===== src/rtl/multicycle_ctrl_if.sv =====
`default_nettype none
// ============================================================================
// Module      : multicycle_ctrl_if
// Description : Bundle between the multi-cycle RV32I control FSM and its
//               datapath / memory ports.
//   master modport (controller side):
//     in  : instruction, icache_stall, dcache_stall, branch_taken
//     out : state, imem_req, ir_write, pc_write, pc_sel, alu_src_a,
//           alu_src_b, dmem_read, dmem_write, reg_write, wb_sel, illegal,
//           cycle_cnt, instret_cnt
//   slave modport (datapath side): same signals, opposite directions.
// Revision    : 1.0 - initial release
// ============================================================================
interface multicycle_ctrl_if #(
  parameter int CNT_W = 32
);
  logic [31:0]      instruction;
  logic             icache_stall;
  logic             dcache_stall;
  logic             branch_taken;
  logic [2:0]       state;
  logic             imem_req;
  logic             ir_write;
  logic             pc_write;
  logic [1:0]       pc_sel;
  logic [1:0]       alu_src_a;
  logic             alu_src_b;
  logic             dmem_read;
  logic             dmem_write;
  logic             reg_write;
  logic [1:0]       wb_sel;
  logic             illegal;
  logic [CNT_W-1:0] cycle_cnt;
  logic [CNT_W-1:0] instret_cnt;

  modport master (
    input  instruction, icache_stall, dcache_stall, branch_taken,
    output state, imem_req, ir_write, pc_write, pc_sel, alu_src_a,
           alu_src_b, dmem_read, dmem_write, reg_write, wb_sel, illegal,
           cycle_cnt, instret_cnt
  );

  modport slave (
    output instruction, icache_stall, dcache_stall, branch_taken,
    input  state, imem_req, ir_write, pc_write, pc_sel, alu_src_a,
           alu_src_b, dmem_read, dmem_write, reg_write, wb_sel, illegal,
           cycle_cnt, instret_cnt
  );
endinterface
`default_nettype wire


===== src/rtl/multicycle_ctrl.sv =====
`default_nettype none
// ============================================================================
// Module      : multicycle_ctrl
// Description : Main control FSM of the multi-cycle RV32I core. Sequences
//               IF/ID/EX/MEM/WB, latches the opcode in ID, drives datapath
//               select/enable strobes, absorbs cache stalls and keeps the
//               cycle and retired-instruction counters.
//   clk : system clock
//   rst : asynchronous active-high reset
//   bus : multicycle_ctrl_if.master (instruction, stalls, branch_taken in;
//         state, strobes, selects and counters out)
// Revision    : 1.0 - initial release
// ============================================================================
module multicycle_ctrl #(
  parameter int CNT_W = 32
) (
  input  wire logic            clk,
  input  wire logic            rst,
  multicycle_ctrl_if.master    bus
);

  typedef enum logic [2:0] {
    S_IF  = 3'd0,
    S_ID  = 3'd1,
    S_EX  = 3'd2,
    S_MEM = 3'd3,
    S_WB  = 3'd4
  } state_t;

  localparam logic [6:0] OP_R     = 7'b0110011;
  localparam logic [6:0] OP_IALU  = 7'b0010011;
  localparam logic [6:0] OP_LOAD  = 7'b0000011;
  localparam logic [6:0] OP_STORE = 7'b0100011;
  localparam logic [6:0] OP_BR    = 7'b1100011;
  localparam logic [6:0] OP_JAL   = 7'b1101111;
  localparam logic [6:0] OP_JALR  = 7'b1100111;
  localparam logic [6:0] OP_LUI   = 7'b0110111;
  localparam logic [6:0] OP_AUIPC = 7'b0010111;

  localparam logic [CNT_W-1:0] CNT_ONE = {{(CNT_W-1){1'b0}}, 1'b1};

  state_t           r_state;
  state_t           w_next_state;
  logic [6:0]       r_op;
  logic [CNT_W-1:0] r_cycle_cnt;
  logic [CNT_W-1:0] r_instret_cnt;

  logic             w_retire;
  logic             w_supported;
  logic             w_imem_req;
  logic             w_ir_write;
  logic             w_pc_write;
  logic [1:0]       w_pc_sel;
  logic [1:0]       w_alu_src_a;
  logic             w_alu_src_b;
  logic             w_dmem_read;
  logic             w_dmem_write;
  logic             w_reg_write;
  logic [1:0]       w_wb_sel;
  logic             w_illegal;
  logic             w_unused;

  // Only the opcode field matters to the controller.
  assign w_unused = ^bus.instruction[31:7];

  // Legality is judged on the live instruction in ID, before op is latched.
  always_comb begin
    case (bus.instruction[6:0])
      OP_R, OP_IALU, OP_LOAD, OP_STORE, OP_BR,
      OP_JAL, OP_JALR, OP_LUI, OP_AUIPC: w_supported = 1'b1;
      default:                           w_supported = 1'b0;
    endcase
  end

  always_ff @(posedge clk or posedge rst) begin
    if (rst) begin
      r_state       <= S_IF;
      r_op          <= 7'd0;
      r_cycle_cnt   <= '0;
      r_instret_cnt <= '0;
    end else begin
      r_state     <= w_next_state;
      r_cycle_cnt <= r_cycle_cnt + CNT_ONE;
      if (w_retire) begin
        r_instret_cnt <= r_instret_cnt + CNT_ONE;
      end
      if (r_state == S_ID) begin
        r_op <= bus.instruction[6:0];
      end
    end
  end

  always_comb begin
    w_next_state = S_IF;
    w_retire     = 1'b0;
    w_imem_req   = 1'b0;
    w_ir_write   = 1'b0;
    w_pc_write   = 1'b0;
    w_pc_sel     = 2'b00;
    w_alu_src_a  = 2'b00;
    w_alu_src_b  = 1'b0;
    w_dmem_read  = 1'b0;
    w_dmem_write = 1'b0;
    w_reg_write  = 1'b0;
    w_wb_sel     = 2'b00;
    w_illegal    = 1'b0;

    case (r_state)
      S_IF: begin
        w_imem_req   = 1'b1;
        w_ir_write   = !bus.icache_stall;
        w_next_state = bus.icache_stall ? S_IF : S_ID;
      end

      S_ID: begin
        // Illegal opcodes drop straight back to IF; trap entry lives elsewhere.
        w_illegal    = !w_supported;
        w_next_state = w_supported ? S_EX : S_IF;
      end

      S_EX: begin
        w_next_state = S_WB;
        case (r_op)
          OP_R: begin
            w_alu_src_a = 2'b00;
            w_alu_src_b = 1'b0;
          end
          OP_BR: begin
            w_alu_src_a  = 2'b00;
            w_alu_src_b  = 1'b0;
            w_pc_write   = 1'b1;
            w_pc_sel     = bus.branch_taken ? 2'b01 : 2'b00;
            w_retire     = 1'b1;
            w_next_state = S_IF;
          end
          OP_LUI: begin
            w_alu_src_a = 2'b10;
            w_alu_src_b = 1'b1;
          end
          OP_AUIPC: begin
            w_alu_src_a = 2'b01;
            w_alu_src_b = 1'b1;
          end
          OP_JAL: begin
            w_alu_src_a = 2'b01;
            w_alu_src_b = 1'b1;
            w_pc_write  = 1'b1;
            w_pc_sel    = 2'b01;
          end
          OP_JALR: begin
            w_alu_src_a = 2'b00;
            w_alu_src_b = 1'b1;
            w_pc_write  = 1'b1;
            w_pc_sel    = 2'b10;
          end
          OP_LOAD, OP_STORE: begin
            w_alu_src_a  = 2'b00;
            w_alu_src_b  = 1'b1;
            w_next_state = S_MEM;
          end
          default: begin
            // I-ALU
            w_alu_src_a = 2'b00;
            w_alu_src_b = 1'b1;
          end
        endcase
      end

      S_MEM: begin
        // Requests stay asserted for the whole stall so the cache sees a
        // stable access.
        w_dmem_read  = (r_op == OP_LOAD);
        w_dmem_write = (r_op == OP_STORE);
        if (bus.dcache_stall) begin
          w_next_state = S_MEM;
        end else if (r_op == OP_LOAD) begin
          w_next_state = S_WB;
        end else begin
          w_pc_write   = 1'b1;
          w_pc_sel     = 2'b00;
          w_retire     = 1'b1;
          w_next_state = S_IF;
        end
      end

      S_WB: begin
        w_reg_write = 1'b1;
        if (r_op == OP_LOAD) begin
          w_wb_sel = 2'b01;
        end else if ((r_op == OP_JAL) || (r_op == OP_JALR)) begin
          w_wb_sel = 2'b10;
        end else begin
          w_wb_sel = 2'b00;
        end
        // Jumps already redirected the PC in EX.
        if ((r_op != OP_JAL) && (r_op != OP_JALR)) begin
          w_pc_write = 1'b1;
          w_pc_sel   = 2'b00;
        end
        w_retire     = 1'b1;
        w_next_state = S_IF;
      end

      default: begin
        // Encodings 5-7 behave like IF but always return to IF.
        w_imem_req   = 1'b1;
        w_ir_write   = !bus.icache_stall;
        w_next_state = S_IF;
      end
    endcase
  end

  assign bus.state       = r_state;
  assign bus.imem_req    = w_imem_req;
  assign bus.ir_write    = w_ir_write;
  assign bus.pc_write    = w_pc_write;
  assign bus.pc_sel      = w_pc_sel;
  assign bus.alu_src_a   = w_alu_src_a;
  assign bus.alu_src_b   = w_alu_src_b;
  assign bus.dmem_read   = w_dmem_read;
  assign bus.dmem_write  = w_dmem_write;
  assign bus.reg_write   = w_reg_write;
  assign bus.wb_sel      = w_wb_sel;
  assign bus.illegal     = w_illegal;
  assign bus.cycle_cnt   = r_cycle_cnt;
  assign bus.instret_cnt = r_instret_cnt;

endmodule
`default_nettype wire


===== src/flat_wrapper.sv =====
// flat-port wrapper written by rule: the top's interface ports become plain ports
module multicycle_ctrl_flat 
#(
  parameter int CNT_W = 32
)
  (clk, rst, bus_instruction, bus_icache_stall, bus_dcache_stall, bus_branch_taken, bus_state, bus_imem_req, bus_ir_write, bus_pc_write, bus_pc_sel, bus_alu_src_a, bus_alu_src_b, bus_dmem_read, bus_dmem_write, bus_reg_write, bus_wb_sel, bus_illegal, bus_cycle_cnt, bus_instret_cnt);
  multicycle_ctrl_if #(.CNT_W(CNT_W)) bus_i ();
  input  wire logic clk;
  input  wire logic rst;
  input wire logic [$bits(bus_i.instruction)-1:0] bus_instruction;
  input wire logic [$bits(bus_i.icache_stall)-1:0] bus_icache_stall;
  input wire logic [$bits(bus_i.dcache_stall)-1:0] bus_dcache_stall;
  input wire logic [$bits(bus_i.branch_taken)-1:0] bus_branch_taken;
  output wire logic [$bits(bus_i.state)-1:0] bus_state;
  output wire logic [$bits(bus_i.imem_req)-1:0] bus_imem_req;
  output wire logic [$bits(bus_i.ir_write)-1:0] bus_ir_write;
  output wire logic [$bits(bus_i.pc_write)-1:0] bus_pc_write;
  output wire logic [$bits(bus_i.pc_sel)-1:0] bus_pc_sel;
  output wire logic [$bits(bus_i.alu_src_a)-1:0] bus_alu_src_a;
  output wire logic [$bits(bus_i.alu_src_b)-1:0] bus_alu_src_b;
  output wire logic [$bits(bus_i.dmem_read)-1:0] bus_dmem_read;
  output wire logic [$bits(bus_i.dmem_write)-1:0] bus_dmem_write;
  output wire logic [$bits(bus_i.reg_write)-1:0] bus_reg_write;
  output wire logic [$bits(bus_i.wb_sel)-1:0] bus_wb_sel;
  output wire logic [$bits(bus_i.illegal)-1:0] bus_illegal;
  output wire logic [$bits(bus_i.cycle_cnt)-1:0] bus_cycle_cnt;
  output wire logic [$bits(bus_i.instret_cnt)-1:0] bus_instret_cnt;
  assign bus_i.instruction = bus_instruction;
  assign bus_i.icache_stall = bus_icache_stall;
  assign bus_i.dcache_stall = bus_dcache_stall;
  assign bus_i.branch_taken = bus_branch_taken;
  assign bus_state = bus_i.state;
  assign bus_imem_req = bus_i.imem_req;
  assign bus_ir_write = bus_i.ir_write;
  assign bus_pc_write = bus_i.pc_write;
  assign bus_pc_sel = bus_i.pc_sel;
  assign bus_alu_src_a = bus_i.alu_src_a;
  assign bus_alu_src_b = bus_i.alu_src_b;
  assign bus_dmem_read = bus_i.dmem_read;
  assign bus_dmem_write = bus_i.dmem_write;
  assign bus_reg_write = bus_i.reg_write;
  assign bus_wb_sel = bus_i.wb_sel;
  assign bus_illegal = bus_i.illegal;
  assign bus_cycle_cnt = bus_i.cycle_cnt;
  assign bus_instret_cnt = bus_i.instret_cnt;
  multicycle_ctrl #(.CNT_W(CNT_W)) u_core (.clk(clk), .rst(rst), .bus(bus_i));
endmodule

===== config.mk =====
export PLATFORM = sky130hd
export DESIGN_NAME = multicycle_ctrl_flat
export DESIGN_NICKNAME = d
export VERILOG_FILES = /design/src/rtl/multicycle_ctrl_if.sv /design/src/rtl/multicycle_ctrl.sv /design/src/flat_wrapper.sv
export SDC_FILE = /design/constraint.sdc
export NUM_CORES = 1
export LEC_CHECK = 0
export ABC_AREA = 0
export CAP_MARGIN = 5
export CORE_MARGIN = 5
export CORE_UTILIZATION = 40
export DETAILED_ROUTE_END_ITERATION = 16
export DONT_BUFFER_PORTS = 1
export HOLD_SLACK_MARGIN = 0.12
export SLEW_MARGIN = 20
export SYNTH_ARGS = -nofsm -noshare
export SYNTH_HDL_FRONTEND = slang
export SYNTH_SLANG_ARGS = --single-unit
export TNS_END_PERCENT = 20

===== constraint.sdc =====
create_clock -name clk -period 2.7 [get_ports clk]
set_clock_uncertainty 0.15 [all_clocks]
set_input_delay 0.27 -clock clk [delete_from_list [all_inputs] [get_ports clk]]
set_output_delay 0.27 -clock clk [all_outputs]
set_load 0.05 [all_outputs]

## Word level (Yosys, flattened, before mapping)

Index checks and enable logic that the tools add are counted.

| word-level totals | value |
|---|---|
| register bits | 74 |
| input port bits | 37 |

| operators by class | value |
|---|---|
| $add $sub $neg | 2 |
| equality and inequality tests | 23 |
| multiplexer cells | 30 |
| reductions and logical operators | 11 |

Operators by type and width:

| cell | count |
|---|---|
| $add 32x1->32 const B | 2 |
| $eq 7x6->1 const B | 6 |
| $eq 7x7->1 const B | 6 |
| $eq 7x5->1 const B | 3 |
| $mux 1 | 16 |
| $eq 7x2->1 const B | 2 |
| $ne 7x7->1 const B | 2 |
| $mux 2 | 6 |
| $pmux 3 s4 | 1 |
| $reduce_or 9->1 | 1 |
| $eq 3x2->1 const B | 2 |
| $mux 3 | 2 |
| $pmux 1 s3 | 2 |
| $pmux 2 s3 | 1 |
| $pmux 3 s2 | 1 |
| $reduce_or 2->1 | 3 |
| $pmux 2 s2 | 1 |
| $reduce_or 4->1 | 1 |
| $eq 3x1->1 const B | 1 |
| $eq 3x3->1 const B | 1 |
| $logic_not 3->1 | 1 |
| $reduce_or 3->1 | 1 |
| $logic_not 1->1 | 2 |
| $logic_and 1x1->1 | 1 |
| $logic_or 1x1->1 | 1 |

## Longest topological paths before layout

| logic depth | value |
|---|---|
| depth in word-level cells | 5 |
| mapped depth | 8 |
| gate-level depth less buffers | 6 |

## Least setup slack after synthesis

OpenSTA, ideal clock, no wires.

| timing path | value |
|---|---|
| path type | reg-to-output |
| start point | register u_core.r_state[2], in the netlist u_core.bus.state[2] |
| end point | output bus_pc_sel[1] |
| data arrival time | 2.796 ns |
| required time | 2.280 ns |
| slack | -0.516 ns |
| cell stages (with the launch flop) | 5 |
| cell sequence | dfrtp_1 > buf_6 > or3b_1 > buf_6 > nor4_1 |

| on the way | value |
|---|---|
| cells in the longest elaborated chain, start to end | 2 |

RTL lines:

| item | RTL line | text |
|---|---|---|
| start, declared | multicycle_ctrl.sv:42 | `state_t r_state;` |
| start signal, assigned | multicycle_ctrl.sv:82 | `r_state <= w_next_state;` |
| $eq 3x2->1 | multicycle_ctrl.sv:108 | `case (r_state)` |
| $mux 2 | -- |  |
| end, declared | flat_wrapper.sv:18 | `output wire logic [$bits(bus_i.pc_sel)-1:0] bus_pc_sel;` |

No other way between the ends.

## Final worst setup path

| timing path | value |
|---|---|
| start point | register u_core.r_state[0], in the netlist u_core.bus.state[0] |
| end point | output bus_pc_write |

| on the way | value |
|---|---|
| cells in the longest elaborated chain, start to end | 2 |
| elaborated cells between the ends (all ways) | 4 |
| those cells by class | eq/ne (3); mux (1) |

RTL lines:

| item | RTL line | text |
|---|---|---|
| $eq 3x3->1 or $eq 3x2->1 (tied branches) | multicycle_ctrl.sv:108 |  |
| $pmux 1 s3 * | multicycle_ctrl.sv:108 |  |
| end, declared | flat_wrapper.sv:17 | `output wire logic [$bits(bus_i.pc_write)-1:0] bus_pc_write;` |

Every way passes the cells marked *; elsewhere a longest branch is shown, timed or not.

==> metrics.log <==
INFO  metric finalHoldViolCount = 0
INFO  metric tritoncts = done
INFO  metric synth.net_count = about 370
INFO  metric die_width = ~100 µm
INFO  metric leakage = around 2.1 nW
INFO  metric worstMarginPinSlew = roughly 0.7 ns
INFO  metric seq_area_frac_synth = about half
INFO  metric via_count = 2,631
INFO  metric synthesis.area = approximately 3600 µm²
INFO  metric cts.sinks = 74
INFO  metric worstPathRequired = 2.28 ns
INFO  metric clkSlewWorstSetupHoldPaths = around 0.080 ns
INFO  metric detailed_placer_s_ending_hpwl = between 5 and 6 mm
INFO  metric post-synth-top-area-cell = sky130_fd_sc_hd__dfrtp_1
INFO  metric ctsLongestPathBuffers = 2
INFO  metric min_period_over_period = ~89%
INFO  metric worst-path-max-fanout = 11
INFO  metric routabilityCongestion = about 0.79
INFO  metric port_buffers = 0
INFO  metric tritoncts.num_buffers = 9
INFO  metric fin_crit_period = 2.41 ns
INFO  metric final-max-slew-violation-count = 0
INFO  metric dp_worst_setup_slack = 0.393 ns
INFO  metric grt_pass1_vias = 2,714
INFO  metric placed_cells = 485
INFO  metric rsz0062_at_grt = no
INFO  metric yosys.area_share.adder = less than 1%
INFO  metric clock.fmax = about 410 MHz
INFO  metric synth_compound_area_share = between 3 and 4%
INFO  metric route.antenna.remaining_nets = 0
INFO  metric nNetsFinal = approximately 440
INFO  metric grt_first_pass_wirelength = approximately 13 mm
INFO  metric synth_area_leaders = sky130_fd_sc_hd__dfrtp_1 (52%), sky130_fd_sc_hd__xor2_1 (7.9%), sky130_fd_sc_hd__xnor2_1 (7.6%)
INFO  metric routed_wl = 7.99 mm
INFO  metric final-setup-viol-count = 0
INFO  metric fin_tns_setup = 0 ns
INFO  metric synth_top_family_by_area = simple AND/OR/NAND/NOR gates
INFO  metric yosys_warnings = 0
INFO  metric groute.usage.overall = 14.9%
INFO  metric hold_path_class = primary input to register
INFO  metric dieArea = 10,900 µm²
INFO  metric clockRootBuffer = sky130_fd_sc_hd__clkbuf_8
INFO  metric crit_type = register to output pin
INFO  metric synthSimpleGateAreaFrac = 23.7%
INFO  metric initialDrtViolationCount = 53
INFO  metric rows = 34
INFO  metric timing.slew.headroom = a little over half
INFO  metric grt_overflow_total = 0
INFO  metric setup.reg_to_reg.worst_slack = 0.42 ns
INFO  metric initial_util = ~40%
INFO  metric clock_insertion_delay_worst_skew = about 0.35 ns
INFO  metric syn2layout_area_growth = 25.4%
INFO  metric drt_pre_antenna_iters = 4
INFO  metric result_of_the_run = complete, no violations
INFO  metric antennaDiodeCount = 0
INFO  metric vdd_drop_max = approximately 390 µV
INFO  metric yosys.cell_types.count = 44
INFO  metric yosysTopAreaCellShare = between 50% and 60%
INFO  metric grt_start_max_net_pins = 43
INFO  metric post_synth_edffs = 0
INFO  metric cts_resized = 0
INFO  metric post_synth.cell_area_avg = 10.9 µm²
INFO  metric ratio_of_cells_with_drive_above_1_in_the_final_layout = 23.8%
INFO  metric power_density = 801 nW/µm²
INFO  metric top_flip_flop_cell_by_instance_count_after_synthesis = sky130_fd_sc_hd__dfrtp_1
INFO  metric drc = 0
INFO  metric post_synthesis_cell_count = around 330
INFO  metric cts_hold_repair.buffers = 10
INFO  metric critPathCaptureType = output pin
INFO  metric max-cap-violations = 0
INFO  metric critical_path_arrival = 1.99 ns
INFO  metric number_of_setup_buffers_added_after_cts = 0
INFO  metric share_of_flip_flops_with_an_asynchronous_set_or_reset = 100%
INFO  metric synthMuxAreaShare = roughly 2.2%
INFO  metric antenna_found_initial = 0
INFO  metric layoutNonFillerInstCount = about 510
INFO  metric fp.coreArea = between 8000 and 9000 µm²
INFO  metric ios = around 120
INFO  metric htree_num_levels = 3
INFO  metric cp-start-kind = register
INFO  metric routed_wire_length_per_instance = roughly 16 µm
INFO  metric floorplan.die.height = 104 µm
INFO  metric post_layout_power = between 3 and 4 mW
INFO  metric synthesized_flop_and_latch_total = 74
INFO  metric setup_slack = 0.290 ns
INFO  metric synth_xor_xnor_area_share = ~15%
INFO  metric viasPerCell = around 5
==> worst paths after layout <==
kind | from | endpoint | cells after the start
setup / recovery | u_core.bus.state[0] | bus_pc_write | 6
hold / removal | bus_instruction[1] | u_core.bus.state[1] | 3
setup reg to reg | u_core.bus.state[0] | u_core.bus.instret_cnt[20] | 5
hold reg to reg | u_core.bus.cycle_cnt[1] | u_core.bus.cycle_cnt[1] | 1
max in group asynchronous | rst | u_core.bus.state[2] | 3
min in group asynchronous | rst | u_core.bus.cycle_cnt[31] | 2
==> report_power, final <==
part | leakage (nW) | switching, mW | internal (mW)
clock network | 0.120 | 0.442 | 0.622
logic | 1.01 | 0.723 | 0.412
registers | 0.960 | 0.161 | 1.22
total | 2.09 | 1.33 | 2.26
==> cell usage in the layout (no fill, tap or decap), drive strengths merged, types with 2 or more instances in the layout <==
| cell | n |
|---|---|
| a211oi | 2 |
| a21oi | 3 |
| and2 | 3 |
| and3 | 9 |
| and3b | 3 |
| and4 | 4 |
| buf | 58 |
| bufinv | 3 |
| clkbuf | 9 |
| dfrtp | 74 |
| dlygate4sd3 | 10 |
| ha | 2 |
| inv | 7 |
| mux2 | 7 |
| nand2 | 28 |
| nand3 | 23 |
| nand3b | 4 |
| nand4 | 9 |
| nor2 | 30 |
| nor2b | 5 |
| nor3 | 15 |
| nor3b | 4 |
| nor4 | 5 |
| nor4b | 4 |
| o2111ai | 2 |
| o21ai | 3 |
| or3b | 2 |
| xnor2 | 31 |
| xor2 | 32 |
==> critical path, cell delays in order, from the launching register on <==
cell,delay (ns)
sky130_fd_sc_hd__dfrtp_1,0.38
sky130_fd_sc_hd__buf_4,0.21
sky130_fd_sc_hd__or3b_2,0.57
sky130_fd_sc_hd__nor2_1,0.13
sky130_fd_sc_hd__nor2_1,0.04
sky130_fd_sc_hd__o21ai_1,0.14
sky130_fd_sc_hd__buf_12,0.17
==> cell families after synthesis <==
logic type	Yosys count
simple gates	152
compound gates	16
mux	7
fa+ha+maj	2
buf+inv	14
flops	74
xor+xnor	63
==> registers in the layout, summed over array words and instances (netlist names) <==
name,cells
u_core.bus.state,3
u_core.bus.instret_cnt,32
u_core.r_op,7
u_core.bus.cycle_cnt,32
==> per-layer routing <==
| metal | track usage [%] | vias up | part of all wire (%) |
|---|---|---|---|
| met1 | 17.9 | 1275 | 42 |
| met5 | 0 | - | 0 |
| met2 | 23.5 | 77 | 48 |
| met3 | 6.83 | 7 | 9.4 |
| li1 | - | 1272 | - |
| met4 | 5.00 | 0 | 0.88 |
==> Yosys cell counts, types with 3 or more instances <==
cell type	number
sky130_fd_sc_hd__dfrtp_1	74
sky130_fd_sc_hd__nor4b_2	4
sky130_fd_sc_hd__xor2_1	32
sky130_fd_sc_hd__xnor2_1	31
sky130_fd_sc_hd__buf_2	3
sky130_fd_sc_hd__inv_1	5
sky130_fd_sc_hd__nand4_1	9
sky130_fd_sc_hd__nor2_1	29
sky130_fd_sc_hd__nor2b_1	5
sky130_fd_sc_hd__and3_1	9
sky130_fd_sc_hd__nor3_1	14
sky130_fd_sc_hd__nor3b_1	3
sky130_fd_sc_hd__and4_1	4
sky130_fd_sc_hd__nand2_1	28
sky130_fd_sc_hd__nand3b_1	4
sky130_fd_sc_hd__nor4_1	4
sky130_fd_sc_hd__and2_1	3
sky130_fd_sc_hd__nand3_1	23
sky130_fd_sc_hd__mux2_2	7
sky130_fd_sc_hd__buf_6	3
sky130_fd_sc_hd__and3b_1	3
sky130_fd_sc_hd__a21oi_1	3
sky130_fd_sc_hd__o21ai_0	3
==> stage by stage <==
stage	cell area (µm²)	hold slack, ns	utilization (%)
2_1_floorplan	3570	0.272	-
3_3_place_gp	4130	0.167	47.3
3_5_place_dp	4130	0.169	47.3
4_1_cts	4470	0.131	51.3
5_1_grt	4470	0.185	51.3
6_report	4470	0.158	51.3
==> layout make-up <==
type                    count  area (µm²)
clock buffers               9         124
clock inverters             7         124
flip-flops and latches     74        1850
repair buffers             68         573
well taps                 108         135
multi-input cells         240        1650
fillers                   810        4250
inverters                   5        18.8
Note: power is estimated with default switching activity, not from simulation.
